--- config.mk ---
export PLATFORM = sky130hd
export DESIGN_NAME = bram_port_arbiter
export DESIGN_NICKNAME = d
export VERILOG_FILES = /design/src/rtl/bram_port_arbiter.sv
export SDC_FILE = /design/constraint.sdc
export NUM_CORES = 1
export LEC_CHECK = 0
export CELL_PAD_IN_SITES_DETAIL_PLACEMENT = 1
export CELL_PAD_IN_SITES_GLOBAL_PLACEMENT = 1
export CORE_MARGIN = 1.5
export CORE_UTILIZATION = 23
export CTS_CLUSTER_DIAMETER = 50
export DETAILED_ROUTE_END_ITERATION = 6
export PLACE_DENSITY = 0.81
export RECOVER_POWER = 25
export SLEW_MARGIN = 30
export SYNTH_ARGS = -nofsm -noshare
export SYNTH_HDL_FRONTEND = slang
export SYNTH_SLANG_ARGS = --single-unit
--- constraint.sdc ---
create_clock -name clock -period 2.35 [get_ports clock]
set_input_delay 0.235 -clock clock [delete_from_list [all_inputs] [get_ports clock]]
set_output_delay 0.235 -clock clock [all_outputs]
set_load 0.1 [all_outputs]
--- src/rtl/bram_port_arbiter.sv ---
// bram_port_arbiter: shares one simple-dual-port BRAM (1-cycle read, read-first)
// between two requesters with independent round-robin arbitration on the read
// and write ports, and provides a sequencer that clears every address to zero.
// Optional feature macro: BRAM_ARB_FWD_EN (write-first forwarding on a same-cycle
// read/write collision; undefined = read-first, old data returned).
module bram_port_arbiter #(
    parameter int unsigned DATA_WIDTH    = 16,
    parameter int unsigned ADDRESS_WIDTH = 11
) (
    input  logic                     clock,
    input  logic                     reset_n,
    input  logic                     rd_valid_0,
    input  logic                     rd_valid_1,
    input  logic [ADDRESS_WIDTH-1:0] rd_addr_0,
    input  logic [ADDRESS_WIDTH-1:0] rd_addr_1,
    output logic                     rd_ready_0,
    output logic                     rd_ready_1,
    output logic                     rsp_valid_0,
    output logic                     rsp_valid_1,
    output logic [DATA_WIDTH-1:0]    rsp_data,
    input  logic                     wr_valid_0,
    input  logic                     wr_valid_1,
    input  logic [ADDRESS_WIDTH-1:0] wr_addr_0,
    input  logic [ADDRESS_WIDTH-1:0] wr_addr_1,
    input  logic [DATA_WIDTH-1:0]    wr_data_0,
    input  logic [DATA_WIDTH-1:0]    wr_data_1,
    output logic                     wr_ready_0,
    output logic                     wr_ready_1,
    input  logic                     clear_start,
    output logic                     clear_busy,
    output logic                     clear_done,
    output logic [ADDRESS_WIDTH-1:0] mem_raddr,
    input  logic [DATA_WIDTH-1:0]    mem_dout,
    output logic                     mem_wen,
    output logic [ADDRESS_WIDTH-1:0] mem_waddr,
    output logic [DATA_WIDTH-1:0]    mem_din
);

    localparam int unsigned AW = ADDRESS_WIDTH;
    localparam int unsigned DW = DATA_WIDTH;
    localparam logic [AW-1:0] LAST_ADDR = '1;

    typedef enum logic {
        IDLE  = 1'b0,
        CLEAR = 1'b1
    } state_t;

    state_t        state;
    state_t        state_next;
    logic [AW-1:0] clear_cnt;
    logic          rd_pri;
    logic          wr_pri;
    logic [AW-1:0] raddr_q;

    // State register
    always_ff @(posedge clock or negedge reset_n) begin
        if (!reset_n) begin
            state <= IDLE;
        end else begin
            state <= state_next;
        end
    end

    // Next state, round-robin grants and BRAM pin muxing
    always_comb begin
        state_next = state;
        rd_ready_0 = 1'b0;
        rd_ready_1 = 1'b0;
        wr_ready_0 = 1'b0;
        wr_ready_1 = 1'b0;
        mem_raddr  = raddr_q;
        mem_wen    = 1'b0;
        mem_waddr  = '0;
        mem_din    = '0;
        case (state)
            IDLE: begin
                if (clear_start) begin
                    state_next = CLEAR;
                end
                // Preferred requester wins if valid, else the other one
                rd_ready_0 = rd_valid_0 && (!rd_pri || !rd_valid_1);
                rd_ready_1 = rd_valid_1 && !rd_ready_0;
                wr_ready_0 = wr_valid_0 && (!wr_pri || !wr_valid_1);
                wr_ready_1 = wr_valid_1 && !wr_ready_0;
                if (rd_ready_0) begin
                    mem_raddr = rd_addr_0;
                end else if (rd_ready_1) begin
                    mem_raddr = rd_addr_1;
                end
                if (wr_ready_0) begin
                    mem_wen   = 1'b1;
                    mem_waddr = wr_addr_0;
                    mem_din   = wr_data_0;
                end else if (wr_ready_1) begin
                    mem_wen   = 1'b1;
                    mem_waddr = wr_addr_1;
                    mem_din   = wr_data_1;
                end
            end
            CLEAR: begin
                mem_wen   = 1'b1;
                mem_waddr = clear_cnt;
                if (clear_cnt == LAST_ADDR) begin
                    state_next = IDLE;
                end
            end
            default: state_next = IDLE;
        endcase
    end

    // Clear counter, done pulse, arbitration pointers and read response
    always_ff @(posedge clock or negedge reset_n) begin
        if (!reset_n) begin
            clear_cnt   <= '0;
            clear_done  <= 1'b0;
            rd_pri      <= 1'b0;
            wr_pri      <= 1'b0;
            raddr_q     <= '0;
            rsp_valid_0 <= 1'b0;
            rsp_valid_1 <= 1'b0;
        end else begin
            if (state == CLEAR) begin
                clear_cnt <= clear_cnt + AW'(1);
            end else if (clear_start) begin
                clear_cnt <= '0;
            end
            clear_done <= (state == CLEAR) && (state_next == IDLE);
            if (rd_ready_0) begin
                rd_pri <= 1'b1;
            end else if (rd_ready_1) begin
                rd_pri <= 1'b0;
            end
            if (wr_ready_0) begin
                wr_pri <= 1'b1;
            end else if (wr_ready_1) begin
                wr_pri <= 1'b0;
            end
            raddr_q     <= mem_raddr;
            rsp_valid_0 <= rd_ready_0;
            rsp_valid_1 <= rd_ready_1;
        end
    end

    assign clear_busy = (state == CLEAR);

`ifdef BRAM_ARB_FWD_EN
    logic          fwd_hit_q;
    logic [DW-1:0] fwd_data_q;

    // Capture write data when a granted read hits the address being written
    always_ff @(posedge clock or negedge reset_n) begin
        if (!reset_n) begin
            fwd_hit_q  <= 1'b0;
            fwd_data_q <= '0;
        end else begin
            fwd_hit_q  <= (rd_ready_0 || rd_ready_1) && mem_wen && (mem_raddr == mem_waddr);
            fwd_data_q <= mem_din;
        end
    end

    // Response data: forwarded write data on a collision, BRAM output otherwise
    always_comb begin
        rsp_data = '0;
        if (rsp_valid_0 || rsp_valid_1) begin
            rsp_data = fwd_hit_q ? fwd_data_q : mem_dout;
        end
    end
`else
    // Response data: BRAM output while a response is valid (old data on collision)
    always_comb begin
        rsp_data = '0;
        if (rsp_valid_0 || rsp_valid_1) begin
            rsp_data = mem_dout;
        end
    end
`endif

endmodule

# --- After elaboration in Yosys (flattened, before gate mapping) ---
# Index checks and enable logic that the tools add are counted.
totals:
  register_bits: 28
  inputBits: 99
  output_inout_bits: 63
  word_cells: 55
classes:
  addsub: 1
  eq_ne: 1
  muxes: 26
  n_bitwise: 2
  reduce_logical: 17
op_table:
  columns: ["op", "n"]
  rows:
  - ["11-bit 2-to-1 mux", 7]
  - ["16-bit 2-to-1 mux", 4]
  - ["11-bit one-hot mux with 2 select lines", 1]
  - ["1-bit 2-to-1 mux", 12]
  - ["11-bit by 1-bit adder with 11-bit output, second input constant", 1]
  - ["11-bit equality test, second input constant", 1]
  - ["1-bit logical NOT", 6]
  - ["2-bit nonzero test", 3]
  - ["1-bit logical AND", 5]
  - ["1-bit one-hot mux with 2 select lines", 2]
  - ["1-bit logical OR", 3]
  - ["1-bit inverter", 2]

# --- Depth between registers and ports, before layout ---
depth:
  ltp_word: 8
  mapped_depth: 5
  mapped_depth_nobuf: 4

# --- Worst setup path before layout ---
# No wires, ideal clock.
synth_path:
  kind: "flip-flop to flip-flop"
  startpoint: "reg state (netlist: clear_busy)"
  endpoint: "reg raddr_q[1]"
  setup_time_ps: 287
  arrival_ps: 3351
  t_required_ps: 2063
  path_slack_ps: -1288
  stages_incl_launch_ff: 6
  n_path_buf: 3
  period_less_slack_ps: 3638
  path_cell_list: "dfrtp_1 buf_4 buf_4 a211oi_2 buf_2 a21oi_1"
synth_between:
  elab_chain_cells: 1
synth_rtl:
  columns: ["item", "line_no", "source"]
  rows:
  - ["from (decl)", "48", "state_t state;"]
  - ["from (signal assigned)", "60", "state <= state_next;"]
  - ["11-bit 2-to-1 mux", "75", "case (state)"]
  - ["named net mem_raddr[1]", "32", "output logic [ADDRESS_WIDTH-1:0] mem_raddr,"]
  - ["to (signal assigned)", "138", "raddr_q <= mem_raddr;"]
  - ["to (decl)", "53", "logic [AW-1:0] raddr_q;"]
# The timed path passes the listed nets, and every way through them passes these cells.
# A chain may end at the register's enable or synchronous reset.

# --- Final worst setup path ---
layout_path:
  startpoint: "in rd_valid_1"
  endpoint: "out mem_raddr[2]"
layout_between:
  elab_chain_cells: 8
layout_rtl:
  columns: ["item", "line_no", "source"]
  rows:
  - ["from (decl)", "13", "input logic rd_valid_1,"]
  - ["1-bit logical NOT", "81", "rd_ready_0 = rd_valid_0 && (!rd_pri || !rd_valid_1);"]
  - ["1-bit logical OR", "81", null]
  - ["1-bit logical AND", "81", null]
  - ["1-bit logical NOT", "82", "rd_ready_1 = rd_valid_1 && !rd_ready_0;"]
  - ["1-bit logical AND", "82", null]
  - ["11-bit 2-to-1 mux", "87", "end else if (rd_ready_1) begin"]
  - ["11-bit 2-to-1 mux *", "85", "if (rd_ready_0) begin"]
  - ["11-bit 2-to-1 mux *", "75", null]
  - ["to (decl)", "32", null]
# Every way passes the cells marked *; elsewhere a longest branch is shown, timed or not.

==> impl_metrics.json <==
{
  "outcome": "finished, violations left",
  "violations": "max-capacitance violations, max-slew violations",
  "switching_power_mw": 1.53,
  "wl_mm": 8.33,
  "power_mw": 3.21,
  "post-cts-setup-buffers": 0,
  "ios": 162,
  "worstSetupPathType": "primary input to output pin",
  "synthCells": 196,
  "final_area_um2": 4410,
  "p_seq_share_pct": 22.8,
  "first_pass_iters": 4,
  "antenna_cells": 0,
  "synth.area.top_cells": "dfrtp_1 (37%), nor2b_1 (5.9%), o32ai_1 (5.1%)",
  "p_sw_share_pct": 47.8,
  "seq_area_um2": 704,
  "syn_avg_cell_area_um2": 9.69,
  "critical_path_arrival_ns": 1.97,
  "hold_viol_final": 0,
  "cts_buffers": 3,
  "cp.required_ns": 2.12,
  "synth_area_leader_cell": "dfrtp_1",
  "utilization_pct": 56.3,
  "clkSinkCount": 28,
  "cts_max_level": 1,
  "synth_area_um2": 1900,
  "rows": 32,
  "crit_start": "rd_valid_1",
  "numPortBuffers": 161,
  "fillers": 811,
  "p_int_mw": 1.68,
  "antenna_left": 0,
  "comb_power_share_pct": 65.0,
  "crit_cells": 5,
  "grt_setup_unrepaired": "false",
  "synth.distinct_cells": 43,
  "synth_edf_count": 0,
  "gr-total-overflow": 0,
  "fin_crit_sh_pct": 93.9,
  "ys.flop_type": "dfrtp_1",
  "cp-end-kind": "output pin",
  "critPathBufInv": 2,
  "fin_skew_ns": 0.00468,
  "finalSetupViolations": 0,
  "synth_fp_nets": 296,
  "area_growth_pct": 132,
  "synth_top_area_share_pct": 36.9,
  "layout.nets": 458,
  "die_y_um": 93.9,
  "dieArea_um2": 8810,
  "r2r_end": "clear_cnt[6]$_DFFE_PN0P_",
  "remaining_drc_errors": 0,
  "crit_chain": "clkdlybuf4s50_1 > nand2b_1 > o32ai_1 > a21oi_4 > buf_12",
  "vias": 2239,
  "multiInputGateArea_um2": 1270,
  "slowest_stage": "o32ai_1",
  "vias_per_cell": 4.88,
  "timing.rr.start": "clear_cnt[1]$_DFFE_PN0P_",
  "maxCapViolations": 1,
  "cts_tree": "yes",
  "crit_fanout": 13,
  "clock_power_share_pct": 12.2,
  "die_w_um": 93.9,
  "setup_tns_ns": 0,
  "yosys_warnings": 0,
  "synth_seq_cells": 28,
  "initialDrtViolationCount": 94,
  "worstRegToRegCells": 4,
  "postSynth.asyncResetShare_pct": 100,
  "grt_start_max_net_pins": 30,
  "gp_congestion": 0.711,
  "crit_end": "mem_raddr[2]",
  "rrSetupSlack_ns": 0.75,
  "fin_crit_ns": 2.21,
  "worstSetupStartpointType": "primary input",
  "yosysSeqAreaShare_pct": 36.9,
  "postCtsHoldBufs": 0,
  "final_cells": 459,
  "clk_path_buf_depth": 2,
  "start_util_pct": 24.2,
  "wire_per_inst_um": 18.1,
  "grt_pass1_vias": 2364,
  "relSlewSlack_pct": -5.19,
  "fmax_mhz": 453,
  "place_inst": 455,
  "root_buffer": "clkbuf_8",
  "place_area_um2": 4350,
  "dpl.hpwl_mm": 6.74,
  "clk_pin_slew_ns": 0.10,
  "p_per_area_nw_per_um2": 727,
  "cts_resized": 0,
  "peakVddDrop_v": 0.000329,
  "hp-class": "register to register",
  "finalMaxSlewViolations": 29,
  "tightest_slew_ns": 1.58,
  "cp_top_family": "buffers and inverters",
  "grt_pass1_wl_mm": 12.6,
  "worst_path_largest_cell_delay_ns": 0.57,
  "drive_gt1_share_pct": 40.9,
  "grt_antenna_before_repair": 0,
  "p_leak_nw": 1.78,
  "coreArea_um2": 7850,
  "insertion_delay_ns": 0.28,
  "grtUsageTotal_pct": 18.5
}
## cells in the mapped netlist, types with 2 or more instances
cell,instances
o21ba_2,2
nand3_1,2
nand3_2,2
buf_6,4
or4b_1,4
dfrtp_1,28
a211oi_4,2
a221o_1,2
nor2_1,3
inv_1,19
xnor2_1,2
nand4_1,2
inv_2,2
o32ai_1,11
and2_0,2
nor2b_1,18
a22o_2,7
a21oi_1,13
a221o_2,8
buf_4,2
a22o_1,9
o311ai_0,4
nand2_1,4
clkbuf_1,4
and2_1,9
nand2b_1,4
buf_2,4
a21o_1,3
o21ai_0,6
## cell usage in the layout, fill, tap and decap left out, types with 3 or more instances in the layout
master	Yosys	routed
a211oi_4	2	3
a21o_1	3	3
a21oi_4	0	11
a221o_2	8	10
a22o_2	7	16
and2_1	9	9
buf_12	0	51
buf_4	2	21
clkbuf_8	0	3
clkdlybuf4s50_1	0	97
dfrtp_1	28	25
dfrtp_2	0	3
inv_1	19	19
nand2_1	4	4
nand2b_1	4	4
nor2b_2	0	6
nor2b_4	0	10
o21ai_0	6	6
o311ai_0	4	4
o32ai_1	11	11
or4b_1	4	4
## metal layers
metal	wire length (um)	track usage, %	vias to the layer above
met4	153	4.60	0
li1	-	-	1051
met1	3190	21.5	1110
met3	421	2.75	8
met2	4560	35.1	70
met5	0	0	-
## stage by stage
stage               worst slack, ns  hold slack [ns]
finish                        0.143            0.520
global route                 0.0703            0.551
CTS                           0.159            0.349
detailed placement            0.159            0.509
global placement              0.184            0.495
floorplan                    -0.124          -0.0606
## logic make-up after synthesis
family                   Yosys count  share of synthesized area (%)
buffers and inverters             35                           9.16
adder cells (fa/ha/maj)            1                          0.659
flip-flops                        28                           36.9
XOR/XNOR                           3                           1.38
AO/OA/AOI/OAI                     73                           32.7
AND/OR/NAND/NOR                   55                           18.7
multiplexers                       1                          0.527
## power groups by stage
stage | logic (mW) | clock network (mW) | registers, mW
2_1_floorplan | 1.30 | 0 | 0.703
3_3_place_gp | 2.06 | 0 | 0.733
3_5_place_dp | 2.10 | 0 | 0.739
4_1_cts | 2.11 | 0.404 | 0.730
5_1_grt | 2.17 | 0.421 | 0.752
6_report | 2.09 | 0.390 | 0.732
## worst min path at each step
stage	start	to	slack, ns	depth (start not counted)
after floorplan	reset_n	clear_busy$_DFF_PN0_	-0.06	0
after global placement	clear_cnt[10]$_DFFE_PN0P_	clear_cnt[10]$_DFFE_PN0P_	0.50	1
after detailed placement	clear_cnt[10]$_DFFE_PN0P_	clear_busy$_DFF_PN0_	0.51	1
after CTS	reset_n	raddr_q[8]$_DFF_PN0_	0.35	2
after global routing	clear_cnt[10]$_DFFE_PN0P_	clear_busy$_DFF_PN0_	0.55	1
final	clear_cnt[9]$_DFFE_PN0P_	clear_cnt[9]$_DFFE_PN0P_	0.52	1
## registers in the layout, indices dropped and copies added, names as in the netlist
| register | count |
|---|---|
| wr_pri | 1 |
| clear_busy | 1 |
| rd_pri | 1 |
| clear_cnt | 11 |
| rsp_valid_0 | 1 |
| rsp_valid_1 | 1 |
| clear_done | 1 |
| raddr_q | 11 |
## final cells by class
class / count / share of cell area, %
Tap cell: 102 / 2.89
Inverter: 21 / 1.79
Timing Repair Buffer: 171 / 49.0
Multi-Input combinational cell: 133 / 28.7
Sequential cell: 28 / 16.0
Clock buffer: 3 / 0.935
Clock inverter: 1 / 0.680
(Power assumes the default switching activity.)
